`src/rtl/motor_pwm_gen_if.sv`:
```
`default_nettype none
// ============================================================================
//  Module      : motor_pwm_gen_if
//  Description : Control/status bundle between the upstream speed FSM and the
//                motor PWM generator. Signal names follow the generator's
//                point of view (i_ = into the generator, o_ = out of it).
//  Revision    : 1.0  initial release
// ============================================================================
interface motor_pwm_gen_if;
    logic       i_enable;
    logic [2:0] i_pwm_state;
    logic       o_pwm;
    logic       o_period_start;
    logic [2:0] o_level;
    logic       o_ramping;

    // Upstream side: commands the generator and observes its status.
    modport master (
        output i_enable,
        output i_pwm_state,
        input  o_pwm,
        input  o_period_start,
        input  o_level,
        input  o_ramping
    );

    // Generator side.
    modport slave (
        input  i_enable,
        input  i_pwm_state,
        output o_pwm,
        output o_period_start,
        output o_level,
        output o_ramping
    );
endinterface
`default_nettype wire

```
`src/rtl/motor_pwm_gen.sv`:
```
`default_nettype none
// ============================================================================
//  Module      : motor_pwm_gen
//  Description : Converts a 0..4 speed level into a fixed-frequency PWM drive
//                (0/25/50/75/100 % duty). Level changes are applied only at
//                period boundaries, optionally ramping one step per period.
//  Revision    : 1.0  initial release
// ============================================================================
module motor_pwm_gen #(
    parameter int CLK_DIV          = 1000, // system clocks per PWM tick, >= 1
    parameter int TICKS_PER_PERIOD = 100,  // ticks per period, multiple of 4, >= 4
    parameter int RAMP_EN          = 1     // 1 = step one level per period
) (
    input  wire logic          i_clk,
    input  wire logic          i_reset,
    motor_pwm_gen_if.slave     s_if
);

    // A width of at least 1 keeps the prescaler legal when CLK_DIV is 1.
    localparam int c_DIV_W   = (CLK_DIV > 1) ? $clog2(CLK_DIV) : 1;
    localparam int c_CNT_W   = $clog2(TICKS_PER_PERIOD);
    // One extra bit so the threshold can hold TICKS_PER_PERIOD itself (level 4).
    localparam int c_THR_W   = c_CNT_W + 1;
    localparam int c_QUARTER = TICKS_PER_PERIOD / 4;

    localparam logic [c_DIV_W-1:0] c_DIV_MAX = c_DIV_W'(CLK_DIV - 1);
    localparam logic [c_CNT_W-1:0] c_CNT_MAX = c_CNT_W'(TICKS_PER_PERIOD - 1);
    localparam logic [c_THR_W-1:0] c_QTR     = c_THR_W'(c_QUARTER);
    localparam logic [2:0]         c_LVL_MAX = 3'd4;

    logic [c_DIV_W-1:0] r_div;
    logic [c_CNT_W-1:0] r_cnt;
    logic [2:0]         r_level;
    logic               r_pwm;
    logic               r_period_start;
    logic               r_ramping;
    // Set while held in reset or disabled; the first enabled clock afterwards
    // opens a fresh period (count 0, period-start pulse) without advancing.
    logic               r_idle;

    logic [2:0]         w_target;
    logic               w_tick;
    logic               w_bound;
    logic [2:0]         w_next_level;
    logic [c_THR_W-1:0] w_thr;

    // Illegal speed codes 5..7 are treated as "off".
    assign w_target = (s_if.i_pwm_state <= c_LVL_MAX) ? s_if.i_pwm_state : 3'd0;
    assign w_tick   = (r_div == c_DIV_MAX);
    assign w_bound  = w_tick && (r_cnt == c_CNT_MAX);
    assign w_thr    = c_THR_W'(r_level) * c_QTR;

    // Level to apply at the next boundary: jump, or one step toward target.
    always_comb begin
        w_next_level = r_level;
        if (RAMP_EN == 0) begin
            w_next_level = w_target;
        end else if (w_target > r_level) begin
            w_next_level = r_level + 3'd1;
        end else if (w_target < r_level) begin
            w_next_level = r_level - 3'd1;
        end
    end

    // Prescaler, period counter, applied level and all registered outputs.
    always_ff @(posedge i_clk) begin
        if (i_reset) begin
            r_div          <= '0;
            r_cnt          <= '0;
            r_level        <= '0;
            r_pwm          <= 1'b0;
            r_period_start <= 1'b0;
            r_ramping      <= 1'b0;
            r_idle         <= 1'b1;
        end else begin
            r_ramping <= (r_level != w_target);
            // Compare against the current count: one clock of latency, so a
            // level-4 threshold of TICKS_PER_PERIOD never drops across a wrap.
            r_pwm     <= s_if.i_enable && ({1'b0, r_cnt} < w_thr);
            if (!s_if.i_enable) begin
                r_div          <= '0;
                r_cnt          <= '0;
                r_level        <= '0;
                r_period_start <= 1'b0;
                r_idle         <= 1'b1;
            end else if (r_idle) begin
                r_div          <= '0;
                r_cnt          <= '0;
                r_period_start <= 1'b1;
                r_idle         <= 1'b0;
            end else begin
                r_period_start <= w_bound;
                if (w_tick) begin
                    r_div <= '0;
                    r_cnt <= (r_cnt == c_CNT_MAX) ? '0 : r_cnt + c_CNT_W'(1);
                end else begin
                    r_div <= r_div + c_DIV_W'(1);
                end
                // Only the request present on the boundary clock is honoured.
                if (w_bound) begin
                    r_level <= w_next_level;
                end
            end
        end
    end

    assign s_if.o_pwm          = r_pwm;
    assign s_if.o_period_start = r_period_start;
    assign s_if.o_level        = r_level;
    assign s_if.o_ramping      = r_ramping;

endmodule
`default_nettype wire

```
`src/flat_wrapper.sv`:
```
// flat-port wrapper written by rule: the top's interface ports become plain ports
module motor_pwm_gen_flat 
#(
    parameter int CLK_DIV          = 1000,                                    
    parameter int TICKS_PER_PERIOD = 100,                                          
    parameter int RAMP_EN          = 1                                     
)
  (i_clk, i_reset, s_if_i_enable, s_if_i_pwm_state, s_if_o_pwm, s_if_o_period_start, s_if_o_level, s_if_o_ramping);
  motor_pwm_gen_if s_if_i ();
  input  wire logic i_clk;
  input  wire logic i_reset;
  input wire logic [$bits(s_if_i.i_enable)-1:0] s_if_i_enable;
  input wire logic [$bits(s_if_i.i_pwm_state)-1:0] s_if_i_pwm_state;
  output wire logic [$bits(s_if_i.o_pwm)-1:0] s_if_o_pwm;
  output wire logic [$bits(s_if_i.o_period_start)-1:0] s_if_o_period_start;
  output wire logic [$bits(s_if_i.o_level)-1:0] s_if_o_level;
  output wire logic [$bits(s_if_i.o_ramping)-1:0] s_if_o_ramping;
  assign s_if_i.i_enable = s_if_i_enable;
  assign s_if_i.i_pwm_state = s_if_i_pwm_state;
  assign s_if_o_pwm = s_if_i.o_pwm;
  assign s_if_o_period_start = s_if_i.o_period_start;
  assign s_if_o_level = s_if_i.o_level;
  assign s_if_o_ramping = s_if_i.o_ramping;
  motor_pwm_gen #(.CLK_DIV(CLK_DIV), .TICKS_PER_PERIOD(TICKS_PER_PERIOD), .RAMP_EN(RAMP_EN)) u_core (.i_clk(i_clk), .i_reset(i_reset), .s_if(s_if_i));
endmodule
```
`config.mk`:
```
export PLATFORM = sky130hd
export DESIGN_NAME = motor_pwm_gen_flat
export DESIGN_NICKNAME = d
export VERILOG_FILES = /design/src/rtl/motor_pwm_gen_if.sv /design/src/rtl/motor_pwm_gen.sv /design/src/flat_wrapper.sv
export SDC_FILE = /design/constraint.sdc
export NUM_CORES = 1
export LEC_CHECK = 0
export ABC_AREA = 1
export ABC_CLOCK_PERIOD_IN_PS = 2400
export BUFFER_PORTS_ARGS = -buffer_cell sky130_fd_sc_hd__buf_2
export CAP_MARGIN = 15
export CORE_ASPECT_RATIO = 0.75
export CORE_UTILIZATION = 45
export DETAILED_ROUTE_END_ITERATION = 16
export SLEW_MARGIN = 20
export SYNTH_ARGS = -nofsm -noshare
export SYNTH_HDL_FRONTEND = slang
export SYNTH_SLANG_ARGS = --single-unit
```
`constraint.sdc`:
```
create_clock -name i_clk -period 2.4 [get_ports i_clk]
set_input_delay 0.12 -clock i_clk [delete_from_list [all_inputs] [get_ports i_clk]]
set_output_delay 0.12 -clock i_clk [all_outputs]
set_load 0.005 [all_outputs]
```
# Word level (Yosys, flattened, before mapping)
# Cells that the tools add are included.
[totals]
input_bits = 6
out_inout_bits = 6
ff_bits = 24
[classes]
muxes = 6
eq_ne = 3
magnitude_cmp = 4
bitwise = 2
multipliers = 1
reduce_logical = 7
add_sub_neg = 4
[ops]
columns = ["operator", "count"]
rows = [
  ["10-bit by 1-bit adder with 10-bit output (second input constant)", 1],
  ["10-bit == test (second input constant)", 1],
  ["3-bit two-way mux", 3],
  ["7-bit by 8-bit < comparator with 1-bit output", 1],
  ["3-bit by 5-bit multiplier with 8-bit output (second input constant)", 1],
  ["7-bit by 1-bit adder with 7-bit output (second input constant)", 1],
  ["7-bit == test (second input constant)", 1],
  ["7-bit two-way mux", 1],
  ["4-bit OR reduction", 1],
  ["3-bit by 1-bit adder with 3-bit output (second input constant)", 1],
  ["3-bit greater-than comparator", 1],
  ["3-bit less-or-equal comparator (second input constant)", 1],
  ["3-bit < comparator", 1],
  ["3-bit != test", 1],
  ["3-bit AND reduction", 1],
  ["3-bit OR reduction", 1],
  ["3-bit by 1-bit subtractor with 3-bit output (second input constant)", 1],
  ["1-bit logical AND", 2],
  ["1-bit two-way mux", 2],
  ["1-bit inverter", 2],
  ["2-bit nonzero test", 1],
  ["2-bit OR reduction", 1],
]

# Depth between registers and ports, before layout
[logic_depth]
depth_word = 5
ltp_mapped = 14
mapped_depth_nobuf = 14

# Worst setup path before layout
# No wires, ideal clock.
[synth_timing]
path_kind = "register -> register"
from = "reg u_core.r_level[1], in the netlist u_core.s_if.o_level[1]"
to = "reg u_core.r_level[2], in the netlist u_core.s_if.o_level[2]"
slack_ns = 0.496
required_time_ns = 2.287
setup_time_ns = 0.113
path_stages_with_launch = 13
arrival_time_ns = 1.790
cell_sequence = "dfxtp_1 > inv_1 > ha_1 > nand3_1 > nand2_1 > nand2_1 > fa_1 > inv_1 > nand2_1 > nand2_1 > nand3_2 > nand2_1 > nor2_2"
[synth_via]
elab_chain_len = 3
elab_cells_between_ends = 8
classes_between = "2 x add/sub; 2 x order compare; 2 x mux; 2 x reduce/logical"
[synth_lines]
columns = ["element", "line_no", "rtl"]
rows = [
  ["start: declaration", "motor_pwm_gen.sv:33", "logic [2:0] r_level;"],
  ["start signal: assignment", "motor_pwm_gen.sv:101", "r_level <= w_next_level;"],
  ["3-bit by 1-bit subtractor with 3-bit output (tied with other cells)", "motor_pwm_gen.sv:61", "w_next_level = r_level - 3'd1;"],
  ["3-bit two-way mux or 2-bit nonzero test (tied branches)", "--", ""],
  ["3-bit two-way mux or 3-bit AND reduction (tied branches)", "--", ""],
]
# Several ways; a longest one is shown, not always the timed one. The select of a mux whose other input is x is not followed.
# A chain may end at the register's enable or synchronous reset.

# Worst setup path in the final report
[layout_timing]
from = "reg u_core.r_level[2], in the netlist u_core.s_if.o_level[2]"
to = "reg u_core.r_level[2], in the netlist u_core.s_if.o_level[2]"
# The elaborated chain is that of the path after synthesis.

==> results by group <==
Run status
  • Outcome: finished clean

CTS
  • H-tree Lvls: 1
  • Post-cts resize count: 0
  • Root Driver: clkbuf_8
  • Worst-Skew Late Latency: 0.27 ns
  • Post-CTS setup buffers: 0
  • Clk slew on worst S/H paths: 0.09 ns
  • CTS Buf Count: 3
  • CTS tree: done
  • Deepest clock path buffer count: 2
  • CTS sink cnt: 24
  • # hold bufs at CTS: 0

Floorplan
  • Die height: 52.30 um
  • Core area: 0.003063 mm^2
  • Row count: 17
  • Die area: 0.003611 mm^2
  • Initial core utilization: 49.55%
  • I/O pins: 12
  • Chip Width: 69.06 um

Placed design
  • # port buffers: 11
  • DP Worst Slack: 0.3100 ns
  • Post-DP Area: 0.001628 mm^2
  • Hpwl dp: 2345 um
  • Placer Congestion: 0.8347
  • Placed Cells: 249

Timing
  • Hold Fails Final Rpt: 0
  • Fin crit period: 2.080 ns
  • Final clock skew: 0.002655 ns
  • Pins Over Slew Limit: 0
  • Hold Slack: 0.07553 ns
  • # setup viols final: 0
  • Pin slew with the least headroom to its limit: 0.3947 ns
  • Tcrit/Tclk final: 86.67%
  • Post-Route Setup TNS: 0 ns
  • Setup ws final: 0.3199 ns
  • Max Clock Freq: 0.4807 GHz
  • RSZ-0062 raised after global routing: no
  • Slew HR: 73.55%

Power and ir drop
  • Leakage: 0.7503 nW
  • Pint: 639.2 uW
  • Comb power frac: 4.8%
  • Power share of the sequential group: 50.5%
  • Maximum vdd drop: 0.4075 mV
  • P_sw: 158.8 uW
  • Clock Power Share: 44.6%
  • Post-layout power: 798.0 uW
  • PwrDens: 469.7 mW/mm^2
  • Sw Ratio: 19.90%

Synthesis
  • Post-synthesis cell count: 199
  • Post-Syn Area: 0.001518 mm^2
  • Synth warnings: 0
  • Post-synthesis sequential area ratio: 31.66%
  • Distinct cell type count after synthesis: 30
  • Synthesized area per cell: 7.627 um^2
  • #FFs+latches synth: 24
  • Syn_nets: 221

Detailed routing
  • Drt first pass iters: 4
  • WL met1: 1652 um
  • # DRC: 0
  • Antenna-violating nets left: 0
  • WL met2: 1101 um
  • Post-Route WL: 2854 um
  • Initial DRC Count: 40
  • DR vias: 1244
  • Uppermost layer routed: met4
  • DR WL met3: 86 um
  • Vias per Instance: 4.917
  • WL per Instance: 11.28 um

Final layout
  • ANT cells: 0
  • Area Growth Syn to Fin: 11.95%
  • Layout Cell Area excl Fill: 0.001699 mm^2
  • Layout cells sized above 1: 18.60%
  • Nets: 238
  • Cell Count, Final, Fillers Out: 253
  • Final Core Density: 55.47%

Global routing
  • Largest net degree at the start of global routing: 15
  • First-pass GRT wire length: 4933 um
  • Initial antenna violation count: 0
  • Vias in the first global route: 1122
  • All-Layer GR Usage: 17.24%
  • Grt total ovfl: 0

Job
  • Max-Cap Viols: 0

Worst setup path
  • FF-to-FF End: u_core.s_if.o_level[2]
  • Critical Path, Cell by Cell: inv_1, ha_1, nand3_1, nand2_1, fa_1, inv_1, nand2_1, nand2_1, nand3_2, nand2_1, nor2_2
  • CP endpoint kind: flop
  • Crit path max-delay family: adder cells
  • Worst Path Required: 2.57 ns
  • CP endpoint: u_core.s_if.o_level[2]
  • Startpoint type of the worst setup path: flop
  • Levels on crit path: 11
  • Bufs and invs on worst path: 2
  • Reg-to-reg startpoint: u_core.s_if.o_level[2]
  • Crit-path max FO: 6
  • CP most frequent cell: nand2_1
  • Setup Crit Path Kind: flop to flop
  • FF-to-FF setup slack: 0.32 ns
  • Critical Path AT: 2.25 ns
  • FF-to-FF path depth: 11
  • Slowest stage delay, CP: 0.48 ns
  • Slowest cell on the critical path: dfxtp_1
  • Critical path startpoint: u_core.s_if.o_level[2]

Worst hold path
  • HP Class: input pin to flop
worst min path at each step:
stage,depth (start not counted),slack (ns),endpoint,start
6_report,2,0.08,u_core.r_idle,s_if_i_enable
5_1_grt,2,0.07,u_core.r_idle,s_if_i_enable
4_1_cts,2,0.06,u_core.r_idle,s_if_i_enable
3_5_place_dp,2,0.36,u_core.r_idle,s_if_i_enable
3_3_place_gp,2,0.35,u_core.r_idle,s_if_i_enable
2_1_floorplan,1,0.25,u_core.r_idle,s_if_i_enable
state kept, by name, indices dropped and copies added, names as in the netlist:
signal,count
u_core.s_if.o_ramping,1
u_core.s_if.o_period_start,1
u_core.s_if.o_pwm,1
u_core.s_if.o_level,3
u_core.r_idle,1
u_core.r_div,10
u_core.r_cnt,7
routing by layer:
metal | GRT usage [%] | vias up
met3 | 4.038 | 2
met2 | 26.38 | 15
li1 | - | 674
met5 | 0 | -
met1 | 25.24 | 553
met4 | 2.041 | 0
layout by cell type, fill, tap and decap left out, drive strengths merged:
| cell | Yosys | final |
|---|---|---|
| nand3b | 2 | 2 |
| o211ai | 1 | 1 |
| nand4 | 4 | 4 |
| o21ai | 5 | 5 |
| ha | 15 | 15 |
| o21a | 2 | 2 |
| fa | 1 | 1 |
| nor3b | 2 | 2 |
| nand3 | 13 | 13 |
| clkbuf | 0 | 3 |
| a31oi | 1 | 1 |
| buf | 0 | 12 |
| bufinv | 0 | 1 |
| a21oi | 11 | 11 |
| nor3 | 9 | 9 |
| and2 | 1 | 1 |
| nand2 | 39 | 39 |
| xnor2 | 4 | 4 |
| nor2 | 29 | 29 |
| dfxtp | 24 | 24 |
| inv | 33 | 33 |
| xor2 | 3 | 3 |
Yosys cell counts:
cell type	count	area, um^2
inv_1	27	101.4
nand2_2	4	25.02
nor3b_1	2	15.01
inv_2	6	22.52
o21a_1	2	15.01
dfxtp_1	24	480.5
nand3_4	1	17.52
and2_1	1	6.260
nand3_1	11	55.05
nor2_8	2	40.04
o21ai_0	3	15.01
nor3_2	3	30.03
a21oi_2	1	8.760
nor2_4	1	11.26
a31oi_1	1	6.260
nand4_1	4	25.02
nand2_1	33	123.9
nand3_2	1	10.01
o211ai_1	1	7.510
xnor2_1	4	35.03
nand3b_1	2	15.01
xor2_1	3	26.28
ha_1	15	187.7
nor2_1	23	86.33
fa_1	1	20.02
nor3_1	6	30.03
a21oi_1	10	50.05
nand2_4	2	22.52
nor2_2	3	18.77
o21ai_1	2	10.01
power by group through the flow:
| stage | logic, mW | registers (mW) | clock network, mW |
|---|---|---|---|
| 6_report | 0.0387 | 0.403 | 0.356 |
| 5_1_grt | 0.0447 | 0.404 | 0.380 |
| 4_1_cts | 0.0391 | 0.403 | 0.366 |
| 3_5_place_dp | 0.0386 | 0.412 | 0 |
| 3_3_place_gp | 0.0380 | 0.412 | 0 |
| 2_1_floorplan | 0.0257 | 0.413 | 0 |
cells by family (layout without fill, tap and decap cells):
logic type	Yosys count	after routing	share of synthesized area [%]
compound gates	20	20	7.420
xor+xnor	7	7	4.040
fa+ha+maj	16	16	13.69
buf+inv	33	49	8.162
flops	24	24	31.66
simple gates	99	99	35.04
cell type report:
class / count / area (um^2)
multi-input cells: 142 / 913.4
well taps: 38 / 47.55
clock buffers: 3 / 41.29
clock inverters: 1 / 30.03
flip-flops and latches: 24 / 480.5
fillers: 318 / 1364
inverters: 33 / 123.9
repair buffers: 12 / 62.56
(Power assumes the default switching activity.)
